File: config.mk
export PLATFORM = sky130hd
export DESIGN_NAME = split_channel_arbiter
export DESIGN_NICKNAME = d
export VERILOG_FILES = /design/src/rtl/split_channel_arbiter.sv
export SDC_FILE = /design/constraint.sdc
export NUM_CORES = 1
export LEC_CHECK = 0
export CORE_MARGIN = 2
export CORE_UTILIZATION = 25
export DETAILED_ROUTE_END_ITERATION = 10
export GPL_ROUTABILITY_DRIVEN = 0
export HOLD_SLACK_MARGIN = 0.05
export SETUP_SLACK_MARGIN = 0.5
export SYNTH_ARGS = -nofsm -noshare
export SYNTH_HDL_FRONTEND = slang
export SYNTH_SLANG_ARGS = --single-unit
File: constraint.sdc
create_clock -name clk -period 1.5 [get_ports clk]
set_input_delay 0.3 -clock clk [delete_from_list [all_inputs] [get_ports clk]]
set_output_delay 0.3 -clock clk [all_outputs]
set_load 0.005 [all_outputs]
File: src/rtl/split_channel_arbiter.sv
// split_channel_arbiter: two requesters (A, B) share one valid/ready channel.
// Round-robin grant, single-entry output register with source tag,
// and saturating per-requester grant counters.
module split_channel_arbiter #(
  parameter int DW = 8,
  parameter int CW = 8
) (
  input  logic          clk,
  input  logic          rst,
  input  logic          arb_en,
  input  logic          a_valid,
  input  logic [DW-1:0] a_data,
  output logic          a_ready,
  input  logic          b_valid,
  input  logic [DW-1:0] b_data,
  output logic          b_ready,
  output logic          out_valid,
  output logic [DW-1:0] out_data,
  output logic          out_src,
  input  logic          out_ready,
  output logic [CW-1:0] grant_cnt_a,
  output logic [CW-1:0] grant_cnt_b,
  output logic          busy
);

  typedef enum logic {
    EMPTY = 1'b0,
    FULL  = 1'b1
  } state_e;

  state_e        state_q,    state_d;
  logic [DW-1:0] out_data_q, out_data_d;
  logic          out_src_q,  out_src_d;
  logic          last_src_q, last_src_d;
  logic [CW-1:0] cnt_a_q,    cnt_a_d;
  logic [CW-1:0] cnt_b_q,    cnt_b_d;

  logic          grant_a_s;
  logic          grant_b_s;
  logic          can_load_s;
  logic          accept_a_s;
  logic          accept_b_s;

  // Increment that sticks at the all-ones value.
  function automatic logic [CW-1:0] sat_inc(input logic [CW-1:0] v);
    if (v == {CW{1'b1}}) begin
      return v;
    end else begin
      return v + {{(CW-1){1'b0}}, 1'b1};
    end
  endfunction

  // Round-robin grant: contested cycles go to the side opposite last_src.
  always_comb begin
    grant_a_s = 1'b0;
    grant_b_s = 1'b0;
    case ({a_valid, b_valid})
      2'b10: grant_a_s = 1'b1;
      2'b01: grant_b_s = 1'b1;
      2'b11: begin
        if (last_src_q == 1'b1) begin
          grant_a_s = 1'b1;
        end else begin
          grant_b_s = 1'b1;
        end
      end
      default: begin
        grant_a_s = 1'b0;
        grant_b_s = 1'b0;
      end
    endcase
  end

  // Load is allowed when enabled and the register is empty or draining; reset blocks it.
  assign can_load_s = arb_en & ((state_q == EMPTY) | out_ready) & ~rst;
  assign accept_a_s = can_load_s & grant_a_s;
  assign accept_b_s = can_load_s & grant_b_s;

  assign a_ready     = accept_a_s;
  assign b_ready     = accept_b_s;
  assign out_valid   = (state_q == FULL);
  assign busy        = (state_q == FULL);
  assign out_data    = out_data_q;
  assign out_src     = out_src_q;
  assign grant_cnt_a = cnt_a_q;
  assign grant_cnt_b = cnt_b_q;

  // Next-state: accept overrides drain so a same-edge drain+load keeps the register full.
  always_comb begin
    state_d    = state_q;
    out_data_d = out_data_q;
    out_src_d  = out_src_q;
    last_src_d = last_src_q;
    cnt_a_d    = cnt_a_q;
    cnt_b_d    = cnt_b_q;
    if (accept_a_s) begin
      state_d    = FULL;
      out_data_d = a_data;
      out_src_d  = 1'b0;
      last_src_d = 1'b0;
      cnt_a_d    = sat_inc(cnt_a_q);
    end else if (accept_b_s) begin
      state_d    = FULL;
      out_data_d = b_data;
      out_src_d  = 1'b1;
      last_src_d = 1'b1;
      cnt_b_d    = sat_inc(cnt_b_q);
    end else if ((state_q == FULL) && out_ready) begin
      state_d    = EMPTY;
    end else begin
      state_d    = state_q;
    end
  end

  // State register; last_src resets to B so A wins the first contested cycle.
  always_ff @(posedge clk) begin
    if (rst) begin
      state_q    <= EMPTY;
      out_data_q <= {DW{1'b0}};
      out_src_q  <= 1'b0;
      last_src_q <= 1'b1;
      cnt_a_q    <= {CW{1'b0}};
      cnt_b_q    <= {CW{1'b0}};
    end else begin
      state_q    <= state_d;
      out_data_q <= out_data_d;
      out_src_q  <= out_src_d;
      last_src_q <= last_src_d;
      cnt_a_q    <= cnt_a_d;
      cnt_b_q    <= cnt_b_d;
    end
  end

endmodule

# Yosys cells after proc, flatten, opt, wreduce, memory -nomap -nowiden
# Cells that the tools add are included.
# op_classes
bitwise_logic	10
n_mux	11
n_reduce_logical	6
n_shift	0
n_mul	0
magnitude_cmp	0
n_eq_ne	5
n_div	0
addsub	2
# op_table
operator	count
8-bit by 1-bit adder with 8-bit output, second input constant	2
8-bit equality test, second input constant	2
8-bit 2-to-1 mux	2
1-bit 2-to-1 mux	7
1-bit NOT	5
1-bit AND	4
2-bit equality test, second input constant	2
1-bit one-hot mux with 2 select lines	2
3-bit AND reduction	1
3-bit nonzero test	1
2-bit by 1-bit equality test with 1-bit output, second input constant	1
2-bit AND reduction	1
2-bit nonzero test	1
2-bit OR reduction	1
1-bit logical AND	1
1-bit bitwise OR	1
# totals
ram_bits	0
wordCells	40
romBits	0
latch_bits	0
n_memories	0
output_inout_bits	29
register_bits	27
input_bits	22

# Logic depth before layout (Yosys ltp)
# Gate-level depths: netlist of run 1.
# depth
word_depth	7
ltp_mapped	6
ltp_nobuf	5

# Worst setup path after synthesis of run 1
# No wires, ideal clock.
# synth_timing
path_kind	flip-flop to flip-flop
start	reg state_q, in the netlist busy
end	reg cnt_a_q[5], in the netlist grant_cnt_a[5]
setup_ns	0.123
path_stages_with_launch	5
synth_period_minus_slack_ns	1.424
path_slack_ns	0.076
t_required_ns	1.377
t_arrival_ns	1.301
n_path_buf	0
path_cell_list	dfxtp_1 > nand2b_1 > o2111ai_4 > nor4b_1 > mux2_1
# synth_via
elab_chain_len	6
# synth_rtl
element	line_no	rtl
from (decl)	31	state_e state_q, state_d;
from (signal assigned)	125	state_q <= state_d;
1-bit NOT	75	assign can_load_s = arb_en & ((state_q == EMPTY) | out_ready) & ~rst;
1-bit bitwise OR	75	
1-bit AND (2 in a row)	75	
1-bit AND	76	assign accept_a_s = can_load_s & grant_a_s;
2-bit AND reduction (no source line)	-	
to (signal assigned)	122	cnt_a_q <= {CW{1'b0}};
to (signal assigned)	129	cnt_a_q <= cnt_a_d;
to (decl)	35	logic [CW-1:0] cnt_a_q, cnt_a_d;
# No other way between the ends.
# A chain may end at the register's enable or synchronous reset.

# Worst setup path in the final report of run 1
# layout_timing
start	reg state_q, in the netlist busy
end	reg cnt_a_q[7], in the netlist grant_cnt_a[7]
# The elaborated chain is that of the path after synthesis.

==> results of run 1 <==
[worst paths after layout]
check / from / endpoint / slack [ns] / cells after the start
hold / removal: out_ready / busy / 0.45 / 4
setup / recovery: busy / grant_cnt_a[7] / -0.03 / 8
setup reg to reg: busy / grant_cnt_a[7] / -0.03 / 8
hold reg to reg: out_data[1] / out_data[1] / 0.51 / 2
[synth_stat cells (all sizes together), types with 3 or more instances]
cell    instances
a21oi           8
nor2           16
clkbuf          5
nand3           6
o311ai          7
o21ai           4
nor2b           4
buf             5
o41ai           7
a311oi          8
and2            3
o31ai           3
inv             6
or4             3
dfxtp          27
nand4           3
nand2          21
[layout by cell type, fill, tap and decap left out, types with 2 or more instances in the layout]
master	instances
buf_6	43
buf_4	26
nand2_1	19
dfxtp_2	18
clkdlybuf4s50_1	16
nor2_1	13
dfxtp_4	9
a311oi_1	7
o311ai_4	7
buf_2	6
a21oi_2	5
o41ai_2	4
dlygate4sd2_1	4
and2_1	3
nand3_1	3
nor2_4	3
a21oi_1	3
o21ai_1	3
inv_1	3
nor2b_1	3
clkbuf_8	3
nand2_2	2
inv_2	2
nand4_1	2
or4_4	2
nand3_2	2
nand3b_1	2
or3_4	2
o31ai_1	2
o41ai_1	2
ha_4	2
buf_8	2
buf_12	2
[area by class of cell]
class                   instances  area, µm²  area share, %
diodes                          1       2.50         0.0880
well taps                      70       87.6           3.08
clock buffers                   3       41.3           1.45
repair buffers                102       1040           36.7
flip-flops and latches         27        597           21.0
clock inverters                 1       5.00          0.176
multi-input cells             107       1040           36.6
inverters                       6       25.0          0.880
[logic make-up (layout without fill, tap and decap cells)]
logic type	Yosys count	count (layout)	share of synthesized area (%)
buffers and inverters	16	112	5.32
and+or+nand+nor	64	64	25.1
DFF	27	27	41.8
other	0	1	0
AOI/OAI and AO/OA	39	39	24.1
adders and majority gates	2	2	1.94
muxes	2	2	1.74
[sequential cells by signal (all words and copies together), names as in the netlist]
signal and cells:
last_src_q 1, out_data 8, grant_cnt_b 8, grant_cnt_a 8
out_src 1, busy 1
[per-stage QoR]
stage | setup WS, ns | hold slack [ns] | instances
floorplan | 0.150 | 0.459 | 150
global placement | -0.522 | 0.480 | 274
detailed placement | -0.544 | 0.482 | 274
CTS | -0.0400 | 0.445 | 311
global route | -0.0984 | 0.478 | 317
finish | -0.0253 | 0.451 | 317
[critical path, stage by stage (launching register included)]
cell and delay, ns:
dfxtp_2 0.35, nand2b_4 0.07, buf_6 0.10, o2111ai_4 0.11, buf_6 0.17, buf_6 0.11
buf_12 0.13, o41ai_4 0.24, a21oi_2 0.10
[per-layer routing]
| layer | wire [µm] | track usage, % | vias up |
|---|---|---|---|
| met5 | 0 | 0 | - |
| met4 | 47 | 2.91 | 0 |
| met3 | 196 | 3.81 | 6 |
| met2 | 2460 | 27.9 | 34 |
| met1 | 1900 | 18.7 | 723 |
| li1 | - | - | 761 |
[power by group]
part	internal (µW)	leakage [µW]	total (µW)	switching (µW)
Sequential	728	0.000234	748	19.4
Clock	187	0.0000255	428	241
Combinational	177	0.000828	301	123
Total	1090	0.00109	1480	384
[what timing repair did]
| action | CTS | global route |
|---|---|---|
| setup buffers | 32 | 4 |
| resized for setup | 206 | 31 |
| pin swaps | 17 | 12 |
| cloned | 1 | 1 |
| endpoints found under the setup margin | 56 | 56 |
==> impl_metrics.ini, run 1 <==
[status]
outcome = complete, but fails checks
violations = negative setup slack

[cts]
clock_path_buffers = 2
cts_root_buf = clkbuf_8
tritoncts = yes
cts_sinks = 27
clock_latency_ns = 0.28
path_clk_slew_ns = 0.10
htree_levels = 1
cts_buffers = 3
cts_hold_buf = 0

[worst_hold_path]
hold_path_class = primary input to flop

[floorplanning]
rows = 26
die_h_um = 75.9
core_region_area_um2 = 5040
fp.dieW_um = 75.9
initial_core_util_pct = 25.6
die_area_um2 = 5760
ioPinCount = 51

[global_route]
grt_pass1_wl_um = 7340
grt_overflow = 0
antenna_found_initial = 1
grt_max_degree = 24
first_global_vias = 1469
grt_use_total_pct = 15.4

[finish]
final_cell_area_um2 = 2840
layout-drive-gt1-share_pct = 64.2
final_nets = 271
num-fill-cells = 446
syn_to_final_growth_pct = 120
final_util_pct = 56.4

[placement]
hpwl_um = 2530
port_buffers = 50
dpl_cell_area_um2 = 2060

[synth]
synth_top_area_share_pct = 41.8
syn_inst = 150
syn_nets = 174
synth-seq-cells = 27
synth.avg_cell_area_um2 = 8.62
synthArstFlopShare_pct = 0
synth_flop_cell = dfxtp_1
ys.warnings.count = 0
synth_top_area_cell = dfxtp_1
syn_area_um2 = 1290
yosysSeqAreaShare_pct = 41.8
synth_cell_type_count = 32
synth_edf_count = 0
synthTopCellsByArea = dfxtp_1, nand2_1, a311oi_1

[critical_path]
start_kind = flop
critPathKind = flop to flop
end_kind = flop
crit_fanout = 5
arrival_ns = 1.68
crit_required_ns = 1.65

[sta]
rsz0062_at_grt = true
hold_viol = 0
final_period_minus_worst_setup_slack_ns = 1.53
finalSetupTns_ns = -0.0610
finalSetupViolations = 6
finalCritPeriodShare_pct = 102
slew_viol_final = 0
skew_ns = 0.0128
max_clock_freq_mhz = 656
setup_slack_ns = -0.0253
tightestPinTransition_ns = 0.626
max_slew_margin_pct = 58.2

[power_and_ir_drop]
power_uw = 1480
leakagePower_uw = 0.00109
ir_drop_mv = 0.371
powerDensity_nw_per_um2 = 519

[route]
num_vias = 1524
vias_per_cell = 4.81
drc = 0
first_pass_iters = 4
drtAntennaViolNets = 0
dr.first_iter.drc_count = 69
wl_per_cell_um = 14.5
drt-total-wl_um = 4610

[flow_run]
drv_cap = 0
Power figures use the tool's default switching activity.
==> run 2: changes to the inputs <==
Settings changed: SKIP_LAST_GASP from default to 1.
==> run 2 against run 1 <==
The run still ends with negative setup slack left. Global-route usage rose by 0.13 points. Register-to-register slack about the same. Power is 0.15% higher. Wire length fell by 1.7%. Flip-flop and latch count stayed put. Via count rose by 0.39%. Largest power group unchanged. Highest routed layer unchanged.
==> impl_metrics.ini, run 2 (synthesis results as in run 1) <==
[floorplanning]
rows = 26
fp.dieW_um = 75.9
ioPinCount = 51
initial_core_util_pct = 25.6
die_h_um = 75.9
die_area_um2 = 5760
core_region_area_um2 = 5040

[sta]
final_period_minus_worst_setup_slack_ns = 1.54
slew_viol_final = 0
finalSetupTns_ns = -0.147
max_slew_margin_pct = 61.3
finalSetupViolations = 8
max_clock_freq_mhz = 650
hold_viol = 0
skew_ns = 0.0131
tightestPinTransition_ns = 0.579
rsz0062_at_grt = true
finalCritPeriodShare_pct = 103
setup_slack_ns = -0.0393

[global_route]
first_global_vias = 1460
grt_use_total_pct = 15.6
grt_pass1_wl_um = 7420
grt_overflow = 0
antenna_found_initial = 1
grt_max_degree = 24

[route]
drc = 0
vias_per_cell = 4.84
dr.first_iter.drc_count = 58
wl_per_cell_um = 14.3
drt-total-wl_um = 4530
drtAntennaViolNets = 0
num_vias = 1530
first_pass_iters = 4

[status]
outcome = complete, but fails checks
violations = negative setup slack

[finish]
syn_to_final_growth_pct = 114
final_cell_area_um2 = 2770
layout-drive-gt1-share_pct = 63.3
layout_common_cells = buf_6, buf_4, nand2_1
final_nets = 270
final_common_cell = buf_6
final_util_pct = 55.0
ff_latch_area_um2 = 597
num-fill-cells = 448
multi_input_area_um2 = 1010

[power_and_ir_drop]
ir_drop_mv = 0.384
powerDensity_nw_per_um2 = 533
leakagePower_uw = 0.00107

[critical_path]
end_kind = flop
arrival_ns = 1.69
crit_buf_inv = 4
critPathSlowestCell = dfxtp_2
start_kind = flop
crit_required_ns = 1.65
crit_chain = nand2b_4 > buf_6 > o2111ai_4 > buf_6 > buf_6 > buf_8 > o41ai_4 > a21oi_2
critical-path-max-stage-delay_ns = 0.35
crit_fanout = 5
critPathTopFamily = buffers and inverters
path_common_cell = buf_6
critPathKind = flop to flop

[cts]
cts_buffers = 3
clock_path_buffers = 2
htree_levels = 1
cts_root_buf = clkbuf_8
clock_latency_ns = 0.28
cts_sinks = 27
path_clk_slew_ns = 0.10
tritoncts = yes

[worst_hold_path]
hold_path_class = primary input to flop

[placement]
port_buffers = 50
hpwl_um = 2530
dpl_cell_area_um2 = 2060
dp_slack_ns = -0.544

[flow_run]
drv_cap = 0
run 2: changes by cell type in the layout (fill, tap and decap cells not counted), sizes merged:
| cell | previous run | this run |
|---|---|---|
| clkdlybuf4s15 | 1 | 2 |
| buf | 79 | 77 |
run 2: per-stage QoR:
| stage | total power [µW] | std cells | hold slack [ns] |
|---|---|---|---|
| after floorplan | 866 | 150 | 0.459 |
| after global placement | 994 | 274 | 0.480 |
| after detailed placement | 996 | 274 | 0.482 |
| after CTS | 1460 | 311 | 0.435 |
| after global routing | 1560 | 316 | 0.481 |
| final | 1480 | 316 | 0.446 |
run 2: path summary, 6_finish.rpt:
path                from              to  slack (ns)  cells after the start
max                 busy  grant_cnt_a[7]       -0.04                      8
min            out_ready            busy        0.45                      4
max reg2reg         busy  grant_cnt_a[7]       -0.04                      8
min reg2reg  out_data[1]     out_data[1]        0.51                      2
run 2: layout make-up:
type | instances | share of cell area, %
sequential | 27 | 21.5
tap | 70 | 3.16
antenna | 1 | 0.0903
timing repair buffer | 101 | 36.0
clock buffer | 3 | 1.49
multi-input combinational | 107 | 36.6
inverter | 6 | 0.903
clock inverter | 1 | 0.181
run 2: worst register-to-register path, stage by stage (launching register included):
cell,delay (ns)
dfxtp_2,0.35
nand2b_4,0.08
buf_6,0.10
o2111ai_4,0.11
buf_6,0.17
buf_6,0.11
buf_8,0.14
o41ai_4,0.24
a21oi_2,0.10
run 2: timing repair:
item	CTS	global route
endpoints found under the setup margin	56	56
gates cloned	1	0
setup buffers	32	4
hold buffers	0	0
resized for setup	189	35
pin swaps	17	7
run 2: where the power goes:
| part | total [µW] | internal (µW) | switching, µW |
|---|---|---|---|
| Clock | 431 | 187 | 244 |
| Combinational | 300 | 178 | 123 |
| Sequential | 747 | 728 | 19.0 |
| Total | 1480 | 1090 | 386 |
run 2: routing by layer:
layer | vias up | global-route usage [%] | wire, µm
met1 | 734 | 18.9 | 1900
met3 | 4 | 3.57 | 199
met4 | 0 | 2.73 | 25
met2 | 34 | 28.3 | 2400
met5 | - | 0 | 0
li1 | 758 | - | -
